### config.mk
export PLATFORM = sky130hd
export DESIGN_NAME = sound_level_mc
export DESIGN_NICKNAME = d
export VERILOG_FILES = /design/src/rtl/sound_level_pkg.sv /design/src/rtl/sound_level_chan.sv /design/src/rtl/sound_level_mc.sv
export SDC_FILE = /design/constraint.sdc
export NUM_CORES = 1
export LEC_CHECK = 0
export ABC_AREA = 0
export CORE_AREA = 4 4 83 85
export DETAILED_ROUTE_END_ITERATION = 6
export DIE_AREA = 0 0 87 89
export HOLD_SLACK_MARGIN = 0.1
export PLACE_DENSITY = 0.79
export SYNTH_ARGS = -nofsm -noshare
export SYNTH_HDL_FRONTEND = slang
export SYNTH_HIERARCHICAL = 1
export SYNTH_SLANG_ARGS = --single-unit
### constraint.sdc
create_clock -name clk -period 2.45 [get_ports clk]
set_clock_uncertainty 0.1 [all_clocks]
set_input_delay 0.49 -clock clk [delete_from_list [all_inputs] [get_ports clk]]
set_output_delay 0.49 -clock clk [all_outputs]
set_load 0.03 [all_outputs]
### src/rtl/sound_level_pkg.sv
// Shared helpers for the multichannel sound level meter: saturating magnitude,
// clip detection and window-counter width.
package sound_level_pkg;

  localparam int unsigned SAMPLES_DEF = 64;
  localparam int unsigned CNT_W_DEF   = $clog2(SAMPLES_DEF);

  function automatic int unsigned cnt_w(input int unsigned samples);
    return (samples < 32'd2) ? 32'd1 : $clog2(samples);
  endfunction

  // The most negative code is mapped onto the most positive before scaling down.
  function automatic logic [63:0] sat_mag(input logic signed [63:0] s, input int w, input int lw);
    logic signed [63:0] lim;
    logic [63:0]        a;
    lim = (64'sd1 <<< (w - 1)) - 64'sd1;
    if (s < -lim) begin
      a = lim;
    end else if (s < 64'sd0) begin
      a = -s;
    end else begin
      a = s;
    end
    return a >> (w - 1 - lw);
  endfunction

  function automatic logic is_clip(input logic signed [63:0] s, input int w);
    logic signed [63:0] lim;
    lim = (64'sd1 <<< (w - 1)) - 64'sd1;
    return (s == lim) || (s == (-lim - 64'sd1));
  endfunction

endpackage

### src/rtl/sound_level_chan.sv
// One metering channel: window max/clip accumulators plus optional peak hold
// (compiled in with SOUND_LEVEL_PEAK_HOLD_EN).
module sound_level_chan
  import sound_level_pkg::*;
#(
  parameter int W            = 16,
  parameter int LW           = 8,
  parameter int HOLD_WINDOWS = 8,
  parameter int DECAY        = 4
) (
  input  logic                 clk,
  input  logic                 reset,
  input  logic                 ready,
  input  logic                 last,
  input  logic signed [W-1:0]  sample,
  output logic [LW-1:0]        level,
  output logic                 clip,
  output logic [LW-1:0]        peak
);

  logic [LW-1:0] acc_q, acc_d, level_q, level_d;
  logic          clip_acc_q, clip_acc_d, clip_q, clip_d;
  logic [LW-1:0] mag_s, win_max_s;
  logic          hit_s;

  always_comb begin
    mag_s      = LW'(sat_mag(64'(sample), W, LW));
    hit_s      = is_clip(64'(sample), W);
    win_max_s  = (mag_s > acc_q) ? mag_s : acc_q;
    acc_d      = acc_q;
    clip_acc_d = clip_acc_q;
    level_d    = level_q;
    clip_d     = clip_q;
    if (ready) begin
      if (last) begin
        level_d    = win_max_s;
        clip_d     = clip_acc_q | hit_s;
        acc_d      = '0;
        clip_acc_d = 1'b0;
      end else begin
        acc_d      = win_max_s;
        clip_acc_d = clip_acc_q | hit_s;
      end
    end else begin
      acc_d      = acc_q;
      clip_acc_d = clip_acc_q;
    end
  end

  always_ff @(posedge clk or posedge reset) begin
    if (reset) begin
      acc_q      <= '0;
      clip_acc_q <= 1'b0;
      level_q    <= '0;
      clip_q     <= 1'b0;
    end else begin
      acc_q      <= acc_d;
      clip_acc_q <= clip_acc_d;
      level_q    <= level_d;
      clip_q     <= clip_d;
    end
  end

  assign level = level_q;
  assign clip  = clip_q;

`ifdef SOUND_LEVEL_PEAK_HOLD_EN
  localparam int HOLD_W = $clog2(HOLD_WINDOWS + 1);

  logic [LW-1:0]     peak_q, peak_d, dec_s;
  logic [HOLD_W-1:0] hold_q, hold_d;
  int                dec_i;

  // Peak follows a new high at once, otherwise holds, then decays toward level.
  always_comb begin
    dec_i  = int'(peak_q) - DECAY;
    dec_s  = (dec_i < 0) ? '0 : LW'(dec_i);
    peak_d = peak_q;
    hold_d = hold_q;
    if (ready && last) begin
      if (win_max_s >= peak_q) begin
        peak_d = win_max_s;
        hold_d = HOLD_W'(HOLD_WINDOWS);
      end else if (hold_q != '0) begin
        hold_d = hold_q - 1'b1;
      end else begin
        peak_d = (dec_s > win_max_s) ? dec_s : win_max_s;
      end
    end else begin
      peak_d = peak_q;
    end
  end

  always_ff @(posedge clk or posedge reset) begin
    if (reset) begin
      peak_q <= '0;
      hold_q <= '0;
    end else begin
      peak_q <= peak_d;
      hold_q <= hold_d;
    end
  end

  assign peak = peak_q;
`else
  assign peak = '0;
`endif

endmodule

### src/rtl/sound_level_mc.sv
// Multichannel sound level meter top: shared window counter and level_valid,
// one sound_level_chan per channel. Optional peak hold: SOUND_LEVEL_PEAK_HOLD_EN.
module sound_level_mc
  import sound_level_pkg::*;
#(
  parameter int CHANNELS     = 2,
  parameter int W            = 16,
  parameter int LW           = 8,
  parameter int SAMPLES      = 64,
  parameter int HOLD_WINDOWS = 8,
  parameter int DECAY        = 4
) (
  input  logic                   clk,
  input  logic                   reset,
  input  logic                   ready,
  input  logic [CHANNELS*W-1:0]  audio,
  output logic [CHANNELS*LW-1:0] level,
  output logic [CHANNELS-1:0]    clip,
  output logic [CHANNELS*LW-1:0] peak,
  output logic                   level_valid
);

  localparam int CNT_W = int'(cnt_w(SAMPLES));

  logic [CNT_W-1:0] cnt_q, cnt_d;
  logic             level_valid_q, level_valid_d;
  logic             last_s;

  always_comb begin
    last_s        = (cnt_q == CNT_W'(SAMPLES - 1));
    level_valid_d = ready & last_s;
    cnt_d         = cnt_q;
    if (ready) begin
      cnt_d = last_s ? '0 : cnt_q + 1'b1;
    end else begin
      cnt_d = cnt_q;
    end
  end

  always_ff @(posedge clk or posedge reset) begin
    if (reset) begin
      cnt_q         <= '0;
      level_valid_q <= 1'b0;
    end else begin
      cnt_q         <= cnt_d;
      level_valid_q <= level_valid_d;
    end
  end

  assign level_valid = level_valid_q;

  for (genvar c = 0; c < CHANNELS; c++) begin : g_chan
    sound_level_chan #(
      .W            (W),
      .LW           (LW),
      .HOLD_WINDOWS (HOLD_WINDOWS),
      .DECAY        (DECAY)
    ) u_chan (
      .clk    (clk),
      .reset  (reset),
      .ready  (ready),
      .last   (last_s),
      .sample (audio[c*W +: W]),
      .level  (level[c*LW +: LW]),
      .clip   (clip[c]),
      .peak   (peak[c*LW +: LW])
    );
  end

endmodule

## Word level (Yosys, flattened, before mapping)

Index checks and enable logic that the tools add are counted.

| storage, ports and cells | value |
|---|---|
| word-level logic and storage cells | 41 |
| register bits after elaboration | 43 |

| operators by class | value |
|---|---|
| $add $sub $neg | 3 |
| muxes and demuxes | 11 |
| $lt $le $gt $ge | 6 |
| bitwise logic cells | 3 |
| equal/unequal tests | 5 |
| reductions and logical operators | 3 |

Operator list:

| cell | number |
|---|---|
| $eq A16 B16 Y1 const B | 4 |
| $mux W15 | 4 |
| $lt A16 B1 Y1 const B | 2 |
| $lt A16 B16 Y1 const B | 2 |
| $mux W8 | 4 |
| $neg A15 Y15 | 2 |
| $gt A8 B8 Y1 | 2 |
| $add A6 B1 Y6 const B | 1 |
| $eq A6 B6 Y1 const B | 1 |
| $mux W6 | 1 |
| $logic_or A1 B1 Y1 | 2 |
| $mux W1 | 2 |
| $or A1 B1 Y1 | 2 |
| $reduce_and A2 Y1 | 1 |
| $and A1 B1 Y1 | 1 |

## Longest topological paths before layout

Gate-level depths: netlist of the first run.

| logic depth | value |
|---|---|
| depth in word-level cells | 6 |
| mapped depth | 12 |

## Hierarchy

The synthesis of the first run kept the hierarchy.

Modules (own cells, without submodules):

| module | cells each | instances | area each (µm²) |
|---|---|---|---|
| sound_level_chan | 150 | 2 | 1,365.1 |
| sound_level_mc | 28 | 1 | 311.5 |

## Worst setup path after synthesis of the first run

OpenSTA, ideal clock, no wires.

| timing | value |
|---|---|
| kind | input to register |
| from | in audio[2] |
| to | reg g_chan[0].u_chan.level_q[4] |
| arrival | 3.435 ns |
| library setup time | 0.119 ns |
| stages on the path | 11 |
| path buffers | 1 |
| data required time | 2.231 ns |
| path slack | -1.204 ns |
| cell sequence | or4_4 -> or3b_4 -> o31ai_2 -> mux2i_1 -> ha_1 -> a211oi_1 -> nor2_1 -> o21ai_0 -> clkbuf_1 -> a21oi_1 -> a21bo_2 |

| on the way | value |
|---|---|
| word-level cells in the longest chain between the ends | 5 |
| elaborated cells on any way between the ends | 7 |
| those cells by class | add/sub (1); order compare (3); mux (3) |

RTL lines:

| element | line | text |
|---|---|---|
| start: declaration | sound_level_mc.sv:16 | `input logic [CHANNELS*W-1:0] audio,` |
| $neg A15 Y15 or $lt A16 B1 Y1 (tied branches) | sound_level_pkg.sv:20, sound_level_pkg.sv:19 |  |
| $mux W15 | sound_level_pkg.sv:19 | `end else if (s < 64'sd0) begin` |
| $mux W15 (*) | sound_level_pkg.sv:17 | `if (s < -lim) begin` |
| $gt A8 B8 Y1 | sound_level_chan.sv:29 | `win_max_s = (mag_s > acc_q) ? mag_s : acc_q;` |
| $mux W8 (*) | sound_level_chan.sv:29 |  |
| end signal: assignment | sound_level_chan.sv:59 | `level_q <= level_d;` |
| end: declaration | sound_level_chan.sv:21 | `logic [LW-1:0] acc_q, acc_d, level_q, level_d;` |

Mark *: on every way between the ends. The rest lies on a longest branch, timed or not.
A chain may end at the register's enable or synchronous reset.

## Worst setup path in the final report of the first run

| timing | value |
|---|---|
| from | in audio[3] |
| to | reg g_chan[0].u_chan.acc_q[7] |

| on the way | value |
|---|---|
| word-level cells in the longest chain between the ends | 6 |
| elaborated cells on any way between the ends | 8 |
| those cells by class | add/sub (1); order compare (3); mux (4) |

RTL lines:

| element | line | text |
|---|---|---|
| $neg A15 Y15 or $lt A16 B1 Y1 (tied branches) | sound_level_pkg.sv:20, sound_level_pkg.sv:19 |  |
| $mux W15 | sound_level_pkg.sv:19 |  |
| $mux W15 (*) | sound_level_pkg.sv:17 |  |
| $gt A8 B8 Y1 | sound_level_chan.sv:29 |  |
| $mux W8 (*) | sound_level_chan.sv:29 |  |
| $mux W8 (*) | sound_level_chan.sv:35 | `if (last) begin` |
| end signal: assignment | sound_level_chan.sv:52 | `acc_q <= '0;` |
| end signal: assignment | sound_level_chan.sv:57 | `acc_q <= acc_d;` |
| end: declaration | sound_level_chan.sv:21 |  |

Marked as above.

==> flow_metrics.env, run 1 <==
export IMPL_rsz0062_at_grt="true"
export IMPL_synth_top_area_cell="dfrtp_1"
export IMPL_start_util=0.4902
export IMPL_rows=29
export IMPL_numClockSinks=43
export IMPL_reg2reg_slack_ns=0.34
export IMPL_avgSynthCellArea_um2=9.273
export IMPL_clock_fmax_mhz=292.7
export IMPL_grt_antenna_before_repair=0
export IMPL_dp_cells=515
export IMPL_period_minus_slack_ns=3.417
export IMPL_startpoint_type="primary input"
export IMPL_port_buffers=53
export IMPL_p_leak_nw=2.181
export IMPL_report_power_total_mw=3.376
export IMPL_cts_buffer_depth=2
export IMPL_insertion_delay_ns=0.31
export IMPL_core_area_mm2=0.006205
export IMPL_drive_above_1_share=0.3939
export IMPL_synth_flop_cell="dfrtp_1"
export IMPL_maxSlewViolCount=0
export IMPL_synthCells=328
export IMPL_worstPathArrival_ns=3.57
export IMPL_gp_congestion=0.9091
export IMPL_synth_common_cells="43 x dfrtp_1, 29 x nor2_1, 26 x inv_1"
export IMPL_finalHoldViolations=0
export IMPL_ir_worst_vdd_mv=0.4107
export IMPL_maxSlewHeadroom=0.5097
export IMPL_grt_pass1_vias=3180
export IMPL_antennaDiodeCount=0
export IMPL_pin_count=70
export IMPL_syn_cell_area_mm2=0.003042
export IMPL_grt_pass1_wl_mm=15.46
export IMPL_synth_most_common_cell="dfrtp_1"
export IMPL_violations="negative setup slack"
export IMPL_seqCellArea_mm2=0.001076
export IMPL_layout_setup_ws_ns=-0.9670
export IMPL_cts_reportedPaths_clkPinSlew_ns=0.09
export IMPL_ys_top_cells_by_area="dfrtp_1 35%, ha_1 7.0%, a22o_1 4.0%"
export IMPL_cp_end_kind="register"
export IMPL_synth_fa_ha_area_frac=0.06993
export IMPL_rr_endpoint="g_chan[1].u_chan/level[5]"
export IMPL_cts_hold_buf=0
export IMPL_die_w_um=87
export IMPL_finalWirelength_mm=10.53
export IMPL_final_nets=513
export IMPL_die_area_mm2=0.007743
export IMPL_overflow=0
export IMPL_outcome="finished, violations left"
export IMPL_drv_cap=0
export IMPL_cp_max_fo=7
export IMPL_hold_path_class="primary input to async pin"
export IMPL_vias_per_cell=6.108
export IMPL_htreeDepth=2
export IMPL_synthXorXnorAreaFrac=0.03167
export IMPL_hpwl_mm=6.453
export IMPL_detail_route_wl_per_cell_um=19.53
export IMPL_synth_compound_area_share=0.2295
export IMPL_antenna_left=0
export IMPL_cts_made_buffers=5
export IMPL_worstReg2RegStart="g_chan[1].u_chan/acc_q[7]"
export IMPL_vias=3292
export IMPL_grt_max_degree=23
export IMPL_synthToLayoutAreaGrowth_pct=55.41
export IMPL_clockRootBuffer="clkbuf_8"
export IMPL_dp_worst_setup_slack_ns=-1.567
export IMPL_fillers=345
export IMPL_synth_simple_area_share=0.2028
export IMPL_post_route_period_util=1.395
export IMPL_grtUsageTotal=0.2522
export IMPL_setup_viol=32
export IMPL_multi_input_area_mm2=0.002172
export IMPL_synthMuxAreaShare=0.02592
export IMPL_synth_edf_count=0
export IMPL_stdcell_count=539
export IMPL_synth_top_family_by_area="compound AO/OA/AOI/OAI gates"
export IMPL_die_h_um=89
export IMPL_drc_errors=0
export IMPL_yosysSeqAreaShare=0.3538
export IMPL_ys_types=50
export IMPL_synth_seq_cells=43
export IMPL_synth_warnings=6
export IMPL_yosysTopAreaCellShare=0.3538
export IMPL_crit_required_ns=2.60
export IMPL_criticalPathCategory="primary input to register"
export IMPL_drt_iter0_markers=288
export IMPL_worstRegToRegCells=8
export IMPL_drtPass1Iterations=5
export IMPL_async_flop_share=1.000
export IMPL_tightest_slew_ns=0.7346
export IMPL_power_density_mw_per_mm2=714.3
export IMPL_cts_tree="built"
-- worst max path at each step --
| stage | slack (ns) | from | cells after the start | endpoint |
|---|---|---|---|---|
| detailed placement | -1.57 | audio[1] | 12 | g_chan[0].u_chan/level[5] |
| floorplan | -0.90 | audio[1] | 11 | g_chan[0].u_chan/level[4] |
| global route | -0.98 | audio[3] | 13 | g_chan[0].u_chan/acc_q[7] |
| global placement | -1.54 | audio[1] | 12 | g_chan[0].u_chan/acc_q[7] |
| finish | -0.97 | audio[3] | 12 | g_chan[0].u_chan/acc_q[7] |
| CTS | -0.82 | audio[18] | 12 | g_chan[1].u_chan/acc_q[7] |
-- metrics by stage --
stage	utilization	TNS (ns)	instance area, µm²	hold WS [ns]
6_report	0.7618	-28.26	4727	0.3610
5_1_grt	0.7618	-29.67	4727	0.3721
4_1_cts	0.7217	-24.61	4478	0.3655
3_5_place_dp	0.6687	-48.48	4149	0.3831
3_3_place_gp	0.6687	-46.94	4149	0.3803
2_1_floorplan	-	-26.77	3202	0.1934
-- cells in the final DEF, fill, tap and decap left out, types with 5 or more instances in the layout --
| cell type | instances |
|---|---|
| buf_4 | 76 |
| nand4_1 | 12 |
| nor2_1 | 27 |
| a32oi_2 | 7 |
| xor2_1 | 5 |
| ha_1 | 16 |
| dlymetal6s2s_1 | 5 |
| xnor2_1 | 6 |
| conb_1 | 16 |
| o31ai_2 | 7 |
| a22o_1 | 14 |
| o21ai_0 | 12 |
| or4_4 | 6 |
| nand2_1 | 12 |
| clkbuf_8 | 5 |
| dfrtp_1 | 43 |
| clkdlybuf4s50_1 | 22 |
| inv_1 | 26 |
| dlygate4sd2_1 | 14 |
| a211oi_2 | 5 |
| buf_6 | 12 |
| a32oi_1 | 7 |
-- final cells by class --
type | instances | area share
sequential | 43 | 0.2276
tap | 77 | 0.02038
inverter | 26 | 0.02065
clock inverter | 3 | 0.005029
clock buffer | 5 | 0.01456
timing repair buffer | 138 | 0.2522
multi-input combinational | 247 | 0.4595
-- state kept, by name (all words and copies together), names as in the netlist --
signal                    flops
cnt_q                         6
g_chan.u_chan/level          16
level_valid                   1
g_chan.u_chan/acc_q          16
g_chan.u_chan/clip_acc_q      2
g_chan.u_chan/clip            2
-- critical path, stage by stage --
cell,delay (ns)
buf_6,0.09
or4_4,0.55
or3b_4,0.43
o31ai_4,0.26
mux2i_2,0.29
ha_1,0.30
and4_4,0.21
nand4_1,0.12
o21ai_2,0.09
buf_6,0.14
a211oi_4,0.37
a22o_1,0.21
-- where the power goes --
part | total [mW] | leakage (nW) | switching [mW] | internal [mW]
Combinational | 1.84 | 1.58 | 0.961 | 0.875
Clock | 0.487 | 0.0408 | 0.283 | 0.204
Sequential | 1.05 | 0.564 | 0.154 | 0.899
-- routing by layer --
layer	vias to the layer above	GRT usage	share of wire
met3	44	0.04147	0.074
met1	1571	0.3289	0.40
li1	1472	-	-
met5	-	0	0
met2	205	0.4251	0.49
met4	0	0.08782	0.038
-- cell families (layout without fill, tap and decap cells) --
logic type / count (synthesis) / in the layout
other cells: 2 / 16
buf+inv: 52 / 172
fa+ha+maj: 17 / 17
compound gates: 91 / 91
xor+xnor: 11 / 11
flops: 43 / 43
simple gates: 105 / 105
mux: 7 / 7
-- timing repair --
item | 4_1_cts | 5_1_grt
pin swaps | 64 | 38
setup endpoints to repair | 32 | 32
gates resized for setup | 93 | 47
cloned | 1 | 0
hold endpoints to repair | 0 | 0
setup buffers | 11 | 5
Power figures use the tool's default switching activity.
==> run 2, diff against run 1 <==
--- a/config.mk
+++ b/config.mk
@@ -5,10 +5,11 @@
 export SDC_FILE = /design/constraint.sdc
 export NUM_CORES = 1
 export LEC_CHECK = 0
-export ABC_AREA = 0
-export CORE_AREA = 4 4 83 85
+export ABC_AREA = 1
+export CAP_MARGIN = 5
+export CORE_AREA = 4 4 87 89
 export DETAILED_ROUTE_END_ITERATION = 6
-export DIE_AREA = 0 0 87 89
+export DIE_AREA = 0 0 91 93
 export HOLD_SLACK_MARGIN = 0.1
 export PLACE_DENSITY = 0.79
 export SYNTH_ARGS = -nofsm -noshare
==> flow_metrics.env, run 2 <==
export IMPL_combinationalPowerShare=0.549
export IMPL_p_leak_nw=2.771
export IMPL_power_frac_seq=0.293
export IMPL_grt_pass1_wl_mm=16.66
export IMPL_clockRootBuffer="clkbuf_8"
export IMPL_setup_viol=32
export IMPL_cts_reportedPaths_clkPinSlew_ns=0.09
export IMPL_final_nets=722
export IMPL_grt_pass1_vias=3883
export IMPL_dp_worst_setup_slack_ns=-0.7332
export IMPL_drtPass1Iterations=5
export IMPL_startpoint_type="primary input"
export IMPL_avgSynthCellArea_um2=6.463
export IMPL_cp_max_fo=8
export IMPL_finalHoldViolations=0
export IMPL_htreeDepth=2
export IMPL_synth_most_common_cell="nand2_1"
export IMPL_numClockSinks=43
export IMPL_outcome="finished, violations left"
export IMPL_post_route_period_util=1.063
export IMPL_synth_warnings=6
export IMPL_mostFrequentLayoutCell="nand2_1"
export IMPL_drv_cap=0
export IMPL_pin_count=70
export IMPL_yosysSeqAreaShare=0.3135
export IMPL_cp_end_kind="register"
export IMPL_antennaDiodeCount=0
export IMPL_syn_cell_area_mm2=0.003432
export IMPL_p_sw_mw=1.565
export IMPL_ys_top_cells_by_area="dfrtp_1 31%, nand2_1 23%, inv_1 7.8%"
export IMPL_cts_buffer_depth=2
export IMPL_layout_setup_ws_ns=-0.1539
export IMPL_synthCells=531
export IMPL_clock_fmax_mhz=384.0
export IMPL_power_density_mw_per_mm2=668.7
export IMPL_finalWirelength_mm=11.68
export IMPL_port_buffers=53
export IMPL_overflow=0
export IMPL_hpwl_mm=6.842
export IMPL_drt_iter0_markers=207
export IMPL_grt_max_degree=19
export IMPL_maxSlewHeadroom=0.5189
export IMPL_detail_route_wl_per_cell_um=15.55
export IMPL_synthToLayoutAreaGrowth_pct=52.10
export IMPL_ys_types=29
export IMPL_p_int_mw=1.926
export IMPL_worstRegToRegCells=12
export IMPL_synth_flop_cell="dfrtp_1"
export IMPL_whs_ns=0.3709
export IMPL_antenna_left=0
export IMPL_clkPwrFrac=0.159
export IMPL_vias_per_cell=5.353
export IMPL_synth_common_cells="212 x nand2_1, 71 x inv_1, 44 x nor2_1"
export IMPL_vias=4020
export IMPL_fillers=440
export IMPL_die_w_um=91
export IMPL_synth_edf_count=0
export IMPL_gp_congestion=0.8779
export IMPL_insertion_delay_ns=0.30
export IMPL_criticalPathCategory="primary input to register"
export IMPL_drive_above_1_share=0.3934
export IMPL_rsz0062_at_grt="true"
export IMPL_cts_hold_buf=0
export IMPL_core_area_mm2=0.006756
export IMPL_crit_required_ns=2.58
export IMPL_ir_worst_vdd_mv=0.5810
export IMPL_async_flop_share=1.000
export IMPL_drc_errors=0
export IMPL_grtUsageTotal=0.2382
export IMPL_violations="negative setup slack"
export IMPL_hold_path_class="primary input to async pin"
export IMPL_start_util=0.5080
export IMPL_die_area_mm2=0.008463
export IMPL_rows=30
export IMPL_maxSlewViolCount=0
export IMPL_yosysTopAreaCellShare=0.3135
export IMPL_cts_tree="built"
export IMPL_cts_made_buffers=5
export IMPL_worstPathArrival_ns=2.74
export IMPL_tightest_slew_ns=0.7209
export IMPL_switching_share=0.4484
export IMPL_period_minus_slack_ns=2.604
export IMPL_synth_top_area_cell="dfrtp_1"
export IMPL_mostFrequentLayoutCells="170 x nand2_1, 81 x buf_4, 59 x inv_1, 48 x nand2_2, 43 x dfrtp_1"
export IMPL_die_h_um=93
export IMPL_grt_antenna_before_repair=0
export IMPL_synth_seq_cells=43
-- run 2: kinds of logic after synthesis --
kind of cell | after synthesis | share of synthesized area
flip-flops | 43 | 0.3135
other | 2 | 0.002188
AO/OA/AOI/OAI | 28 | 0.05359
buffers and inverters | 94 | 0.1210
AND/OR/NAND/NOR | 346 | 0.4451
adder cells (fa/ha/maj) | 17 | 0.06197
XOR/XNOR | 1 | 0.002552
-- run 2: power by group through the flow --
stage / Clock, mW / Combinational, mW / Sequential (mW)
detailed placement: 0 / 1.28 / 1.01
global route: 0.597 / 2.09 / 1.04
finish: 0.553 / 1.92 / 1.02
floorplan: 0 / 0.915 / 0.996
global placement: 0 / 1.23 / 1.01
CTS: 0.566 / 1.45 / 1.01
-- run 2: path summary, 6_finish.rpt --
path | startpoint | endpoint | slack [ns]
setup / recovery | audio[22] | g_chan[1].u_chan/acc_q[0] | -0.15
hold / removal | reset | level_valid | 0.37
setup reg to reg | g_chan[0].u_chan/acc_q[1] | g_chan[0].u_chan/acc_q[7] | 0.42
hold reg to reg | cnt_q[4] | cnt_q[4] | 0.37
max in group asynchronous | reset | g_chan[1].u_chan/level[2] | 1.22
min in group clk | cnt_q[4] | cnt_q[4] | 0.37
-- run 2: what timing repair did --
item,4_1_cts,5_1_grt
setup buffers,16,12
resized for setup,158,125
endpoints found under the setup margin,32,32
pin swaps,64,100
cloned,0,0
-- run 2: critical path, stage by stage --
cell and delay (ns):
buf_2 0.14, nor2_4 0.16, nand2_4 0.09, nor2_4 0.10, buf_4 0.12, nand3_2 0.11, nand3_1 0.15, inv_1 0.07
ha_1 0.21, o21bai_1 0.18, nand2_1 0.09, nand2_2 0.09, nand2_4 0.07, a21oi_4 0.27, nand2_1 0.10, nand2_1 0.10
nand2_1 0.08, nand2_1 0.12
-- run 2: layout make-up --
cell class	count	area, µm²	share of cell area
Clock inverter	3	43.79	0.008389
Tap cell	80	100.1	0.01918
Clock buffer	5	68.82	0.01318
Inverter	76	285.3	0.05465
Sequential cell	43	1076	0.2061
Timing Repair Buffer	136	1109	0.2124
Multi-Input combinational cell	408	2537	0.4861
-- run 2: through the flow --
stage | total power, mW | utilization | TNS (ns) | area (µm²) | std cells
global route | 3.729 | 0.7726 | -5.109 | 5220 | 751
detailed placement | 2.298 | 0.6509 | -21.60 | 4398 | 715
global placement | 2.241 | 0.6509 | -20.20 | 4398 | 715
CTS | 3.023 | 0.7065 | 0 | 4773 | 739
finish | 3.491 | 0.7726 | -2.428 | 5220 | 751
floorplan | 1.910 | - | 0 | 3485 | 545
-- run 2: per-layer routing --
| metal | up-vias | global-route usage | share of wire | wire [µm] |
|---|---|---|---|---|
| met1 | 1890 | 0.2598 | 0.36 | 4148 |
| li1 | 1893 | - | - | - |
| met2 | 190 | 0.4654 | 0.55 | 6395 |
| met3 | 47 | 0.03942 | 0.056 | 655 |
| met4 | 0 | 0.07663 | 0.041 | 477 |
| met5 | - | 0 | 0 | 0 |
==> run 3, diff against run 2 <==
==> constraint.sdc (replaced) <==
create_clock -name clk -period 2.45 [get_ports clk]
set_clock_uncertainty 0.1 [all_clocks]
set_input_delay 0.245 -clock clk [delete_from_list [all_inputs] [get_ports clk]]
set_output_delay 0.245 -clock clk [all_outputs]
set_load 0.03 [all_outputs]
==> flow_metrics.env, run 3 (synthesis results as in run 2) <==
export IMPL_grt_antenna_before_repair=0
export IMPL_crit_path_cell_trace="clkdlybuf4s15_1 -> nor2_4 -> nand2_1 -> nor2_1 -> nand2_1 -> nand3_1 -> nand2_2 -> nor2_4 -> inv_2 -> ha_4 -> nand2_2 -> nor2_4 -> nand3_4 -> o21ai_4 -> nand2_1 -> nand2_1 -> nand2_1 -> nand2_1"
export IMPL_period_minus_slack_ns=2.449
export IMPL_insertion_delay_ns=0.30
export IMPL_cp_end_kind="register"
export IMPL_crit_top_cell="nand2_1"
export IMPL_p_int_mw=1.727
export IMPL_start_util=0.5080
export IMPL_dp_cells=704
export IMPL_drtPass1Iterations=5
export IMPL_overflow=0
export IMPL_rows=30
export IMPL_clkPwrFrac=0.149
export IMPL_die_w_um=91
export IMPL_final_core_util=0.7169
export IMPL_synthToLayoutAreaGrowth_pct=41.12
export IMPL_maxSlewHeadroom=0.5284
export IMPL_post_route_period_util=0.9997
export IMPL_htreeDepth=2
export IMPL_cts_tree="built"
export IMPL_detail_route_wl_per_cell_um=12.96
export IMPL_p_leak_nw=2.645
export IMPL_pin_count=70
export IMPL_power_density_mw_per_mm2=637.2
export IMPL_drive_above_1_share=0.2846
export IMPL_stdcell_count=730
export IMPL_setup_viol=0
export IMPL_maxSlewViolCount=0
export IMPL_finalWirelength_mm=9.464
export IMPL_tightest_slew_ns=0.7067
export IMPL_finalHoldViolations=0
export IMPL_combinationalPowerShare=0.525
export IMPL_worstPathArrival_ns=2.59
export IMPL_fin_setup_tns_ns=0
export IMPL_grt_max_degree=19
export IMPL_clockRootBuffer="clkbuf_8"
export IMPL_ir_worst_vdd_mv=0.5071
export IMPL_report_power_total_mw=3.086
export IMPL_drt_iter0_markers=155
export IMPL_cp_max_fo=8
export IMPL_hpwl_mm=6.735
export IMPL_criticalPathCategory="primary input to register"
export IMPL_drv_cap=0
export IMPL_mostFrequentLayoutCells="192 x nand2_1, 65 x inv_1, 61 x buf_4, 43 x dfrtp_1, 32 x nand3_1"
export IMPL_crit_required_ns=2.59
export IMPL_port_buffers=53
export IMPL_vias=3716
export IMPL_cts_buffer_depth=2
export IMPL_p_sw_mw=1.359
export IMPL_vias_per_cell=5.090
export IMPL_mostFrequentLayoutCell="nand2_1"
export IMPL_die_area_mm2=0.008463
export IMPL_core_area_mm2=0.006756
export IMPL_startpoint_type="primary input"
export IMPL_cp_slowest_stage_delay_ns=0.29
export IMPL_drc_errors=0
export IMPL_power_frac_seq=0.325
export IMPL_grtUsageTotal=0.2124
export IMPL_switching_share=0.4404
export IMPL_antennaDiodeCount=0
export IMPL_cts_hold_buf=0
export IMPL_numClockSinks=43
export IMPL_final_nets=701
export IMPL_outcome="finished clean"
export IMPL_cts_reportedPaths_clkPinSlew_ns=0.09
export IMPL_cts_made_buffers=5
export IMPL_gp_congestion=0.8892
export IMPL_grt_pass1_wl_mm=14.98
export IMPL_die_h_um=93
export IMPL_antenna_left=0
export IMPL_grt_pass1_vias=3618
export IMPL_hold_path_class="primary input to async pin"
export IMPL_cp_slowest_cell="o21ai_4"
export IMPL_clock_fmax_mhz=408.3
run 3: changes by cell type in the layout (fill, tap and decap cells not counted), sizes merged:
cell,delta
clkdlybuf4s15,+2
dlymetal6s2s,+6
dlygate4sd2,+6
bufinv,-1
buf,-43
clkbuf,+5
clkdlybuf4s50,+3
clkinvlp,+2
clkinv,-2
inv,+1
run 3: path summary, 6_finish.rpt:
path	slack, ns	startpoint	end	depth (start not counted)
min in group clk	0.37	cnt_q[4]	cnt_q[4]	1
max	0.0008	audio[27]	g_chan[1].u_chan/acc_q[1]	18
max in group asynchronous	1.48	reset	g_chan[1].u_chan/acc_q[4]	2
min reg2reg	0.37	cnt_q[4]	cnt_q[4]	1
min	0.13	reset	cnt_q[3]	2
max reg2reg	0.47	cnt_q[0]	g_chan[1].u_chan/clip_acc_q	10
run 3: timing repair:
item | 4_1_cts | 5_1_grt
pin swaps | 30 | 48
endpoints found under the setup margin | 32 | 32
resized for setup | 50 | 84
buffers inserted | 8 | 10
run 3: per-layer routing:
layer / track usage / part of all wire / up-vias
met1: 0.2311 / 0.37 / 1728
met4: 0.07035 / 0.024 / 0
met5: 0 / 0 / -
li1: - / - / 1844
met3: 0.03379 / 0.046 / 25
met2: 0.4157 / 0.56 / 119
run 3: power by group through the flow:
stage          clock network, mW  registers [mW]  logic [mW]
2_1_floorplan                  0           0.996       0.915
3_3_place_gp                   0            1.01        1.22
3_5_place_dp                   0            1.01        1.28
4_1_cts                    0.479            1.00        1.37
5_1_grt                    0.509            1.02        1.82
6_report                   0.460            1.00        1.62
run 3: stage by stage:
stage          hold slack [ns]  worst slack, ns  area [µm²]
2_1_floorplan         -0.05160           0.3307        3485
6_report                0.1319        0.0008302        4843
4_1_cts                 0.1332          0.02201        4534
5_1_grt                 0.1635          -0.1897        4843
3_3_place_gp            0.3572          -0.4752        4315
3_5_place_dp            0.3578          -0.5433        4315
run 3: worst max-delay path, delay by kind of cell:
family          cells  cell delay (ns)
simple gates       14             1.53
fa+ha+maj           1             0.26
buf+inv             2             0.28
compound gates      1             0.29
run 3: final cells by class:
| cell class | count | area, µm² |
|---|---|---|
| Multi-Input combinational cell | 408 | 2332 |
| Clock buffer | 5 | 68.82 |
| Timing Repair Buffer | 115 | 957.2 |
| Sequential cell | 43 | 1076 |
| Inverter | 76 | 285.3 |
| Tap cell | 80 | 100.1 |
| Clock inverter | 3 | 23.77 |
| Fill cell | 535 | 1913 |
